## src/rtl/moore_pattern_tx_pkg.sv

```systemverilog
// Shared types and constants for the "101"-sync serial frame transmitter.
package ptx_pkg;

  typedef enum logic [2:0] {
    IDLE = 3'd0,
    SYNC = 3'd1,
    DATA = 3'd2,
    PAR  = 3'd3,
    GAP  = 3'd4
  } state_t;

  localparam logic [2:0] SYNC_PAT = 3'b101;
  localparam int         SYNC_LEN = 3;

  // Bit counter width: wide enough for the longest of sync, data and gap.
  function automatic int cnt_width(input int data_w, input int gap_len);
    int m;
    m = (data_w > gap_len) ? data_w : gap_len;
    if (m < SYNC_LEN) m = SYNC_LEN;
    return $clog2(m);
  endfunction

endpackage

```

## src/rtl/moore_pattern_tx_if.sv

```systemverilog
// Parallel-word valid/ready handshake into the serial frame transmitter.
interface moore_pattern_tx_if #(
  parameter int DATA_W = 8
);
  logic [DATA_W-1:0] in_data;
  logic              in_valid;
  logic              in_ready;

  modport master (output in_data, output in_valid, input in_ready);
  modport slave  (input in_data, input in_valid, output in_ready);
endinterface

```

## src/rtl/moore_pattern_tx_bit_cnt.sv

```systemverilog
// Loadable down-counter with zero flag; paces the sync, data and gap phases.
module ptx_bit_cnt #(
  parameter int CNT_W = 3
) (
  input  logic             clk,
  input  logic             rst,
  input  logic             load,
  input  logic [CNT_W-1:0] load_val,
  input  logic             dec,
  output logic [CNT_W-1:0] cnt_nxt,
  output logic             zero
);

  logic [CNT_W-1:0] cnt_q, cnt_d;

  // Never wraps: holds at zero until the next state entry reloads it.
  always_comb begin
    cnt_d = cnt_q;
    if (load) begin
      cnt_d = load_val;
    end else if (dec && (cnt_q != '0)) begin
      cnt_d = cnt_q - CNT_W'(1);
    end
  end

  always_ff @(posedge clk) begin
    if (rst) begin
      cnt_q <= '0;
    end else begin
      cnt_q <= cnt_d;
    end
  end

  assign cnt_nxt = cnt_d;
  assign zero    = (cnt_q == '0);

endmodule

```

## src/rtl/moore_pattern_tx.sv

```systemverilog
// Serial "101"-sync frame transmitter: sync, data MSB-first, optional even
// parity (macro PATTERN_TX_PARITY_EN), then a forced-zero gap.
module moore_pattern_tx
  import ptx_pkg::*;
#(
  parameter int DATA_W  = 8,
  parameter int GAP_LEN = 2
) (
  input  logic                clk,
  input  logic                rst,
  moore_pattern_tx_if.slave   in_if,
  output logic                out,
  output logic                out_en,
  output logic                busy
);

  localparam int CNT_W = cnt_width(DATA_W, GAP_LEN);
  // Sync pattern widened so it can be indexed directly by the counter.
  localparam logic [2**CNT_W-1:0] SYNC_PAT_W = {{(2**CNT_W-3){1'b0}}, SYNC_PAT};

  state_t            state_q, state_d;
  logic [DATA_W-1:0] shreg_q, shreg_d;
  logic              out_q, out_d;
  logic              out_en_q, out_en_d;
  logic              accept;

  logic              cnt_load;
  logic [CNT_W-1:0]  cnt_load_val;
  logic              cnt_dec;
  logic [CNT_W-1:0]  cnt_nxt;
  logic              cnt_zero;

`ifdef PATTERN_TX_PARITY_EN
  logic              par_q, par_d;
`endif

  assign in_if.in_ready = (state_q == IDLE) && !rst;
  assign accept         = in_if.in_valid && in_if.in_ready;

  ptx_bit_cnt #(.CNT_W(CNT_W)) u_bit_cnt (
    .clk      (clk),
    .rst      (rst),
    .load     (cnt_load),
    .load_val (cnt_load_val),
    .dec      (cnt_dec),
    .cnt_nxt  (cnt_nxt),
    .zero     (cnt_zero)
  );

  always_comb begin
    state_d      = state_q;
    shreg_d      = shreg_q;
    cnt_load     = 1'b0;
    cnt_load_val = '0;
    cnt_dec      = 1'b0;
`ifdef PATTERN_TX_PARITY_EN
    par_d        = par_q;
`endif
    case (state_q)
      IDLE: begin
        if (accept) begin
          state_d      = SYNC;
          cnt_load     = 1'b1;
          cnt_load_val = CNT_W'(SYNC_LEN - 1);
          shreg_d      = in_if.in_data;
`ifdef PATTERN_TX_PARITY_EN
          par_d        = ^in_if.in_data;
`endif
        end
      end
      SYNC: begin
        if (cnt_zero) begin
          state_d      = DATA;
          cnt_load     = 1'b1;
          cnt_load_val = CNT_W'(DATA_W - 1);
        end else begin
          cnt_dec = 1'b1;
        end
      end
      DATA: begin
        if (cnt_zero) begin
`ifdef PATTERN_TX_PARITY_EN
          state_d      = PAR;
`else
          state_d      = GAP;
          cnt_load     = 1'b1;
          cnt_load_val = CNT_W'(GAP_LEN - 1);
`endif
        end else begin
          cnt_dec = 1'b1;
          shreg_d = shreg_q << 1;
        end
      end
`ifdef PATTERN_TX_PARITY_EN
      PAR: begin
        state_d      = GAP;
        cnt_load     = 1'b1;
        cnt_load_val = CNT_W'(GAP_LEN - 1);
      end
`endif
      GAP: begin
        if (cnt_zero) begin
          state_d = IDLE;
        end else begin
          cnt_dec = 1'b1;
        end
      end
      default: state_d = IDLE;
    endcase
  end

  // Output register is loaded from the next state, so out always reflects state_q.
  always_comb begin
    out_d    = 1'b0;
    out_en_d = 1'b0;
    case (state_d)
      SYNC: begin
        out_d    = SYNC_PAT_W[cnt_nxt];
        out_en_d = 1'b1;
      end
      DATA: begin
        out_d    = shreg_d[DATA_W-1];
        out_en_d = 1'b1;
      end
`ifdef PATTERN_TX_PARITY_EN
      PAR: begin
        out_d    = par_q;
        out_en_d = 1'b1;
      end
`endif
      default: ;
    endcase
  end

  always_ff @(posedge clk) begin
    if (rst) begin
      state_q  <= IDLE;
      shreg_q  <= '0;
      out_q    <= 1'b0;
      out_en_q <= 1'b0;
`ifdef PATTERN_TX_PARITY_EN
      par_q    <= 1'b0;
`endif
    end else begin
      state_q  <= state_d;
      shreg_q  <= shreg_d;
      out_q    <= out_d;
      out_en_q <= out_en_d;
`ifdef PATTERN_TX_PARITY_EN
      par_q    <= par_d;
`endif
    end
  end

  assign out    = out_q;
  assign out_en = out_en_q;
  assign busy   = (state_q != IDLE);

endmodule
```

## src/flat_wrapper.sv

```systemverilog
// flat-port wrapper written by rule: the top's interface ports become plain ports
module moore_pattern_tx_flat import ptx_pkg::*;
#(
  parameter int DATA_W  = 8,
  parameter int GAP_LEN = 2
)
  (clk, rst, out, out_en, busy, in_if_in_data, in_if_in_valid, in_if_in_ready);
  moore_pattern_tx_if #(.DATA_W(DATA_W)) in_if_i ();
  input  logic clk;
  input  logic rst;
  output logic out;
  output logic out_en;
  output logic busy;
  input wire logic [$bits(in_if_i.in_data)-1:0] in_if_in_data;
  input wire logic [$bits(in_if_i.in_valid)-1:0] in_if_in_valid;
  output wire logic [$bits(in_if_i.in_ready)-1:0] in_if_in_ready;
  assign in_if_i.in_data = in_if_in_data;
  assign in_if_i.in_valid = in_if_in_valid;
  assign in_if_in_ready = in_if_i.in_ready;
  moore_pattern_tx #(.DATA_W(DATA_W), .GAP_LEN(GAP_LEN)) u_core (.clk(clk), .rst(rst), .in_if(in_if_i), .out(out), .out_en(out_en), .busy(busy));
endmodule
```

## config.mk

```make
export PLATFORM = sky130hd
export DESIGN_NAME = moore_pattern_tx_flat
export DESIGN_NICKNAME = d
export VERILOG_FILES = /design/src/rtl/moore_pattern_tx_pkg.sv /design/src/rtl/moore_pattern_tx_if.sv /design/src/rtl/moore_pattern_tx_bit_cnt.sv /design/src/rtl/moore_pattern_tx.sv /design/src/flat_wrapper.sv
export SDC_FILE = /design/constraint.sdc
export NUM_CORES = 1
export LEC_CHECK = 0
export ABC_AREA = 1
export BUFFER_PORTS_ARGS = -buffer_cell sky130_fd_sc_hd__clkbuf_2
export CORE_MARGIN = 2
export CORE_UTILIZATION = 47
export DETAILED_ROUTE_END_ITERATION = 8
export PLACE_DENSITY = 0.72
export SLEW_MARGIN = 10
export SYNTH_ARGS = -nofsm -noshare
export SYNTH_HDL_FRONTEND = slang
export SYNTH_SLANG_ARGS = --single-unit
```

## constraint.sdc

```tcl
create_clock -name clk -period 1.65 [get_ports clk]
set_clock_uncertainty 0.2 [all_clocks]
set_input_delay 0.0825 -clock clk [delete_from_list [all_inputs] [get_ports clk]]
set_output_delay 0.0825 -clock clk [all_outputs]
set_load 0.1 [all_outputs]
```

; ---- Word level (Yosys, flattened, before mapping)
; Memories as Yosys holds them, arrays and structs flattened.
; Cells that the tools add are included.
[op_classes]
n_addsub = 1
order_cmp = 1
eq_ne = 7
mux = 22
reduce_logical = 13
[ops]
columns = op, n
row1 = 3-bit 2-to-1 mux, 7
row2 = 8-bit 2-to-1 mux, 2
row3 = 8-bit case mux with 2 select lines, 1
row4 = 3-bit case mux with 4 select lines, 1
row5 = 3-bit case mux with 3 select lines, 1
row6 = 1-bit 2-to-1 mux, 7
row7 = 3-bit by 1-bit == test with 1-bit output (second input constant), 2
row8 = 3-bit by 2-bit == test with 1-bit output (second input constant), 2
row9 = 3-bit logical NOT, 2
row10 = 3-bit nonzero test, 2
row11 = 3-bit by 4-bit < comparator with 1-bit output (second input constant), 1
row12 = 1-bit case mux with 2 select lines, 2
row13 = 2-bit OR reduction, 2
row14 = 3-bit == test (second input constant), 1
row15 = 1-bit logical AND, 3
row16 = 3-bit AND reduction, 1
row17 = 3-bit OR reduction, 1
row18 = 3-bit by 1-bit subtractor with 3-bit output (second input constant), 1
row19 = 2-bit 2-to-1 mux, 1
row20 = 2-bit by 1-bit inequality test with 1-bit output (second input constant), 1
row21 = 2-bit inequality test (second input constant), 1
row22 = 2-bit nonzero test, 1
row23 = 1-bit logical NOT, 1
[totals]
ff_bits = 16
rom_bits = 8
in_bits = 11
output_inout_bits = 4
word_cells = 51
mem_count = 1
[mem_list]
columns = name, depth, width, rd, rd_ports_with_merged_regs, wr, line
row1 = (no name shown), 8, 1, 1, 0, 0, moore_pattern_tx.sv:118  ; out_d = SYNC_PAT_W[cnt_nxt];

; ---- Logic depth before layout (Yosys ltp)
[logic_depth]
word_depth = 9
depth_mapped = 11
depth_no_buf = 11

; ---- Cells and area by module
; From an unflattened synthesis, not the netlist that was laid out.
[hier_totals]
cells_unflattened = 119
area_unflattened_um2 = 820.8
[by_module_without_submodules]
columns = module, n_inst, cells_per_inst, area_per_inst_um2, seq_area_each_um2
row1 = moore_pattern_tx, 1, 90, 631.9, 260.2
row2 = ptx_bit_cnt, 1, 29, 188.9, 60.1

; ---- Worst setup path after synthesis
; Ideal clock, no wire load.
[synth_timing]
kind = register to register
startpoint = reg u_core.state_q[0]
endpoint = reg u_core.out_q, in the netlist u_core.out
setup_time_ns = 0.115
arrival_ns = 1.433
required_time_ns = 1.335
path_slack_ns = -0.097
path_stages_with_launch = 11
n_path_buf = 0
period_less_slack_ns = 1.747
path_cell_list = dfxtp_1 > nor2_4 > nand3_4 > inv_2 > nand2_4 > nand2_1 > inv_2 > nand2_2 > nand2_1 > nand3_1 > o21ai_2
[synth_between]
elab_chain_cells = 9
elab_cells_between_ends = 28
cone_classes = eq/ne (5) / mux (16) / reduce/logical (6) / memory (1)
[synth_rtl]
columns = element, line
row1 = from (decl), moore_pattern_tx.sv:21  ; state_t state_q, state_d;
row2 = from (signal assigned), moore_pattern_tx.sv:145  ; state_q <= state_d;
row3 = 3-bit logical NOT *, moore_pattern_tx.sv:37  ; assign in_if.in_ready = (state_q == IDLE) && !rst;
row4 = 1-bit logical AND *, moore_pattern_tx.sv:37
row5 = named net in_if_in_ready, flat_wrapper.sv:16  ; output wire logic [$bits(in_if_i.in_ready)-1:0] in_if_in_ready;
row6 = 1-bit logical AND *, moore_pattern_tx.sv:38  ; assign accept = in_if.in_valid && in_if.in_ready;
row7 = 2-bit 2-to-1 mux or 1-bit 2-to-1 mux (tied branches), moore_pattern_tx.sv:61  ; if (accept) begin
row8 = 3-bit case mux with 3 select lines or 1-bit case mux with 2 select lines (tied branches), moore_pattern_tx.sv:59  ; case (state_q)
row9 = 3-bit 2-to-1 mux, moore_pattern_tx_bit_cnt.sv:19  ; if (load) begin
row10 = memory 8 x 1 bit, n/a
row11 = 1-bit 2-to-1 mux (implied by the code), moore_pattern_tx.sv:118
row12 = 1-bit case mux with 2 select lines *, moore_pattern_tx.sv:116  ; case (state_d)
row13 = to (signal assigned), moore_pattern_tx.sv:147  ; out_q <= out_d;
row14 = to (decl), moore_pattern_tx.sv:23  ; logic out_q, out_d;
; Mark *: on every way through the listed nets, which the timed path passes. The rest lies on a longest branch. The select of a mux whose other input is x is not followed.
; A chain may end at the register's enable or synchronous reset.

; ---- Final worst setup path
[layout_timing]
startpoint = reg u_core.u_bit_cnt.cnt_q[1]
endpoint = reg u_core.out_q, in the netlist u_core.out
[layout_between]
elab_chain_cells = 9
elab_cells_between_ends = 24
cone_classes = add/sub (1) / eq/ne (2) / mux (17) / reduce/logical (3) / memory (1)
[layout_rtl]
columns = element, line
row1 = from (decl), moore_pattern_tx_bit_cnt.sv:14  ; logic [CNT_W-1:0] cnt_q, cnt_d;
row2 = from (signal assigned), moore_pattern_tx_bit_cnt.sv:30  ; cnt_q <= cnt_d;
row3 = 3-bit logical NOT, moore_pattern_tx_bit_cnt.sv:35  ; assign zero = (cnt_q == '0);
row4 = 1-bit 2-to-1 mux, "moore_pattern_tx.sv:72, moore_pattern_tx.sv:81, moore_pattern_tx.sv:102"
row5 = 1-bit 2-to-1 mux, n/a
row6 = 1-bit logical AND, moore_pattern_tx_bit_cnt.sv:21  ; end else if (dec && (cnt_q != '0)) begin
row7 = 3-bit 2-to-1 mux, moore_pattern_tx_bit_cnt.sv:21
row8 = 3-bit 2-to-1 mux, moore_pattern_tx_bit_cnt.sv:19
row9 = memory 8 x 1 bit, n/a
row10 = 1-bit 2-to-1 mux (implied by the code), moore_pattern_tx.sv:118
row11 = 1-bit case mux with 2 select lines *, moore_pattern_tx.sv:116
; Mark *: on every way between the ends. The rest lies on a longest branch, timed or not. The select of a mux whose other input is x is not followed.

==> results.txt <==
----------------------------------------------------
[Clock network]
  CTS tree ... built
  Total clock sinks ... 16
  Clock network latency to the later pin of the worst-skew pair ... 290 ps
  CTS root buf ... sky130_fd_sc_hd__clkbuf_4
  H-tree depth reported by CTS ... 1
  CTS clk-pin slew, worst paths ... approximately 90 ps
  Total CTS buffers ... 3
  CTS Buffer Depth ... 2

[Route]
  Final wirelength ... between 2 and 2.5 mm
  Number of design-rule violations left by the first detailed-router iteration ... 24
  First-pass iteration count of the detailed router ... 4
  Via Count ... 837
  WL per Instance ... 13.1 um
  Average vias per placed instance ... 5.44
  Remaining DRCs ... 0
  Post-DRT Antenna Nets ... 0

[Layout]
  Share of layout cells above drive strength 1 ... 0.435
  Net count of the finished layout ... approximately 150
  Commonest non-fill, non-tap cell in the layout ... sky130_fd_sc_hd__nand2_1
  Finished layout cell area ... about 0.0012 mm2
  Diodes inserted ... 0
  Commonest non-fill, non-tap cells in the layout ... sky130_fd_sc_hd__nand2_1, sky130_fd_sc_hd__dfxtp_1, sky130_fd_sc_hd__clkbuf_2
  Layout-stage area growth over the synthesis result ... 48.8%
  Count of placed standard cells in the final layout, fillers left out ... between 150 and 200
  Core occupancy in the finished layout ... 0.766

[Floorplanning]
  Number of placement rows ... 14
  DIE HEIGHT ... 45.3 um
  Starting utilization of the core area ... 0.515
  Number of primary I/O pins ... 15
  Die W ... 45.3 um
  Die outline area ... between 0.002 and 0.0025 mm2
  Core region area ... 0.00156 mm2

[Yosys]
  Share of synthesized area occupied by flip-flops and latches ... 0.399
  Total of flip-flops plus latches after synthesis ... 16
  Leading cell types by total area after synthesis ... sky130_fd_sc_hd__dfxtp_1, sky130_fd_sc_hd__nand2_1, sky130_fd_sc_hd__inv_1
  Yosys warnings ... 0
  Mean instance size in the synthesized netlist ... 7.65 um2
  Post-Synthesis Net Count ... 118
  Library cell with the largest summed area after synthesis ... sky130_fd_sc_hd__dfxtp_1
  Library cells used by synthesis ... 22
  Gate count after technology mapping ... 105
  Fraction of synthesized cell area taken by the top area cell type ... 0.399
  Cell area after synthesis ... 803 um2

[Status]
  Outcome ... complete, but fails checks
  Violated checks ... negative setup slack

[GRT]
  Pin count of the biggest net entering global routing ... 16
  First-pass GRT wire length ... 3.04 mm
  Overflow after GRT ... 0
  GRT Util Overall ... 0.206
  Number of global-route vias before repair ... 741
  Initial antenna violation count ... 0

[Critical path]
  Max FO, Critical Path ... 8
  Kind of capture point of the worst setup path ... flip-flop
  Data required time at the worst endpoint ... 1630 ps
  Class of the most critical setup path ... reg -> reg
  Arrival time reported for the critical path endpoint ... between 1500 and 2000 ps
  Startpoint types ... flip-flop
  R2R cell count ... 11

[Placement]
  Total placed cells including tap cells ... ~140
  Detail Placement HPWL ... roughly 1.3 mm
  Count of buffers inserted at the top-level ports ... 14
  Standard cell area after detailed placement ... ~960 um2
  Final RePlAce weighted congestion ... 0.775

[Timing]
  Number of max-slew violations in the final report ... 0
  Slew margin rel. ... 0.644
  RSZ-0062 raised after global routing ... true
  Tightest hold margin ... 280 ps
  Highest achievable clock rate ... a little under 600 MHz
  Min cycle time layout ... 1690 ps
  Sum Neg Setup Slack ... -39.6 ps
  Post-route setup slack ... -39.6 ps
  Hold violation total from the final report ... 0
  Fraction of the cycle the final worst path needs ... 1.02
  Endpoints failing setup ... 1
  Pin slew with the least headroom to its limit ... roughly 540 ps

[Power and ir drop]
  Standby leakage power ... 0.000516 uW
  PwrDens ... 1080 mW/mm2
  Worst vdd ir ... 0.620 mV

[Worst hold path]
  Min-delay worst type ... reg -> reg
  Number of cells traversed by the worst hold path ... 2

[Job]
  Max-cap violations ... 0

----------------------------------------------------
registers in the layout, summed over array words and instances, names as in the netlist:
register,count
u_core.out,1
u_core.u_bit_cnt.cnt_q,3
u_core.state_q,3
u_core.shreg_q,8
u_core.out_en,1
final timing paths:
path                             start           endpoint  slack, ps
min reg2reg          u_core.shreg_q[7]  u_core.shreg_q[7]        280
max reg2reg  u_core.u_bit_cnt.cnt_q[1]         u_core.out        -40
min                  u_core.shreg_q[7]  u_core.shreg_q[7]        280
max          u_core.u_bit_cnt.cnt_q[1]         u_core.out        -40
cell type report:
cell class	count	area [um2]
inverters	15	66.3
well taps	16	20.0
flip-flops and latches	16	323
fillers	107	364
multi-input cells	72	509
clock buffers	4	36.3
repair buffers	31	240
cells by family (layout without fill, tap and decap cells):
logic type	Yosys count	count (layout)	share of synthesized area
fa+ha+maj	2	2	0.0311
buf+inv	17	50	0.0888
simple gates	55	55	0.361
compound gates	15	15	0.120
flops	16	16	0.399
per-stage QoR:
stage	setup slack, ps	power, uW
2_1_floorplan	4.76	800
3_3_place_gp	-74.6	896
3_5_place_dp	-102	902
4_1_cts	-1.22	1240
5_1_grt	-95.8	1350
6_report	-39.6	1280
routing by layer:
| metal | vias up | global-route usage | wire [um] |
|---|---|---|---|
| met1 | 391 | 0.264 | 913 |
| met2 | 31 | 0.329 | 986 |
| met3 | 4 | 0.0840 | 102 |
| met5 | - | 0 | 0 |
| met4 | 0 | 0.0353 | 17 |
| li1 | 411 | - | - |
critical path: stages (launching register included):
cell                      delay (ps)
sky130_fd_sc_hd__dfxtp_2         350
sky130_fd_sc_hd__inv_2            40
sky130_fd_sc_hd__ha_4            150
sky130_fd_sc_hd__ha_4            170
sky130_fd_sc_hd__inv_4            80
sky130_fd_sc_hd__nand3_4         130
sky130_fd_sc_hd__nand2_2         120
sky130_fd_sc_hd__inv_4            60
sky130_fd_sc_hd__nand2_2          60
sky130_fd_sc_hd__nand2_1          60
sky130_fd_sc_hd__nand3_2          80
sky130_fd_sc_hd__o21ai_2          70
Yosys cell counts:
master / number
sky130_fd_sc_hd__a31oi_1: 6
sky130_fd_sc_hd__inv_2: 3
sky130_fd_sc_hd__nand2_4: 1
sky130_fd_sc_hd__buf_6: 1
sky130_fd_sc_hd__a21oi_1: 6
sky130_fd_sc_hd__nand3_4: 1
sky130_fd_sc_hd__nor2_4: 3
sky130_fd_sc_hd__inv_1: 12
sky130_fd_sc_hd__a211oi_1: 1
sky130_fd_sc_hd__a22oi_2: 1
sky130_fd_sc_hd__o21ai_2: 1
sky130_fd_sc_hd__nor3_1: 1
sky130_fd_sc_hd__nand4_1: 2
sky130_fd_sc_hd__nand3_1: 6
sky130_fd_sc_hd__nand3_2: 3
sky130_fd_sc_hd__nor2_1: 5
sky130_fd_sc_hd__nand2_1: 30
sky130_fd_sc_hd__ha_1: 2
sky130_fd_sc_hd__clkbuf_1: 1
sky130_fd_sc_hd__dfxtp_1: 16
sky130_fd_sc_hd__nand2_2: 2
sky130_fd_sc_hd__nor2_2: 1
report_power, final:
| part | switching, uW | internal, uW | leakage [uW] |
|---|---|---|---|
| combinational | 364 | 207 | 0.000363 |
| sequential | 29.5 | 431 | 0.000131 |
| clock | 120 | 134 | 0.0000210 |
repair_timing:
item                                    in CTS  in global routing
hold buffers                                10                  0
hold endpoints to repair                    13                  0
pin swaps                                    5                  8
buffers inserted                             1                  0
gates resized for setup                     15                 10
endpoints found under the setup margin       9                  6
Power figures use the tool's default switching activity.
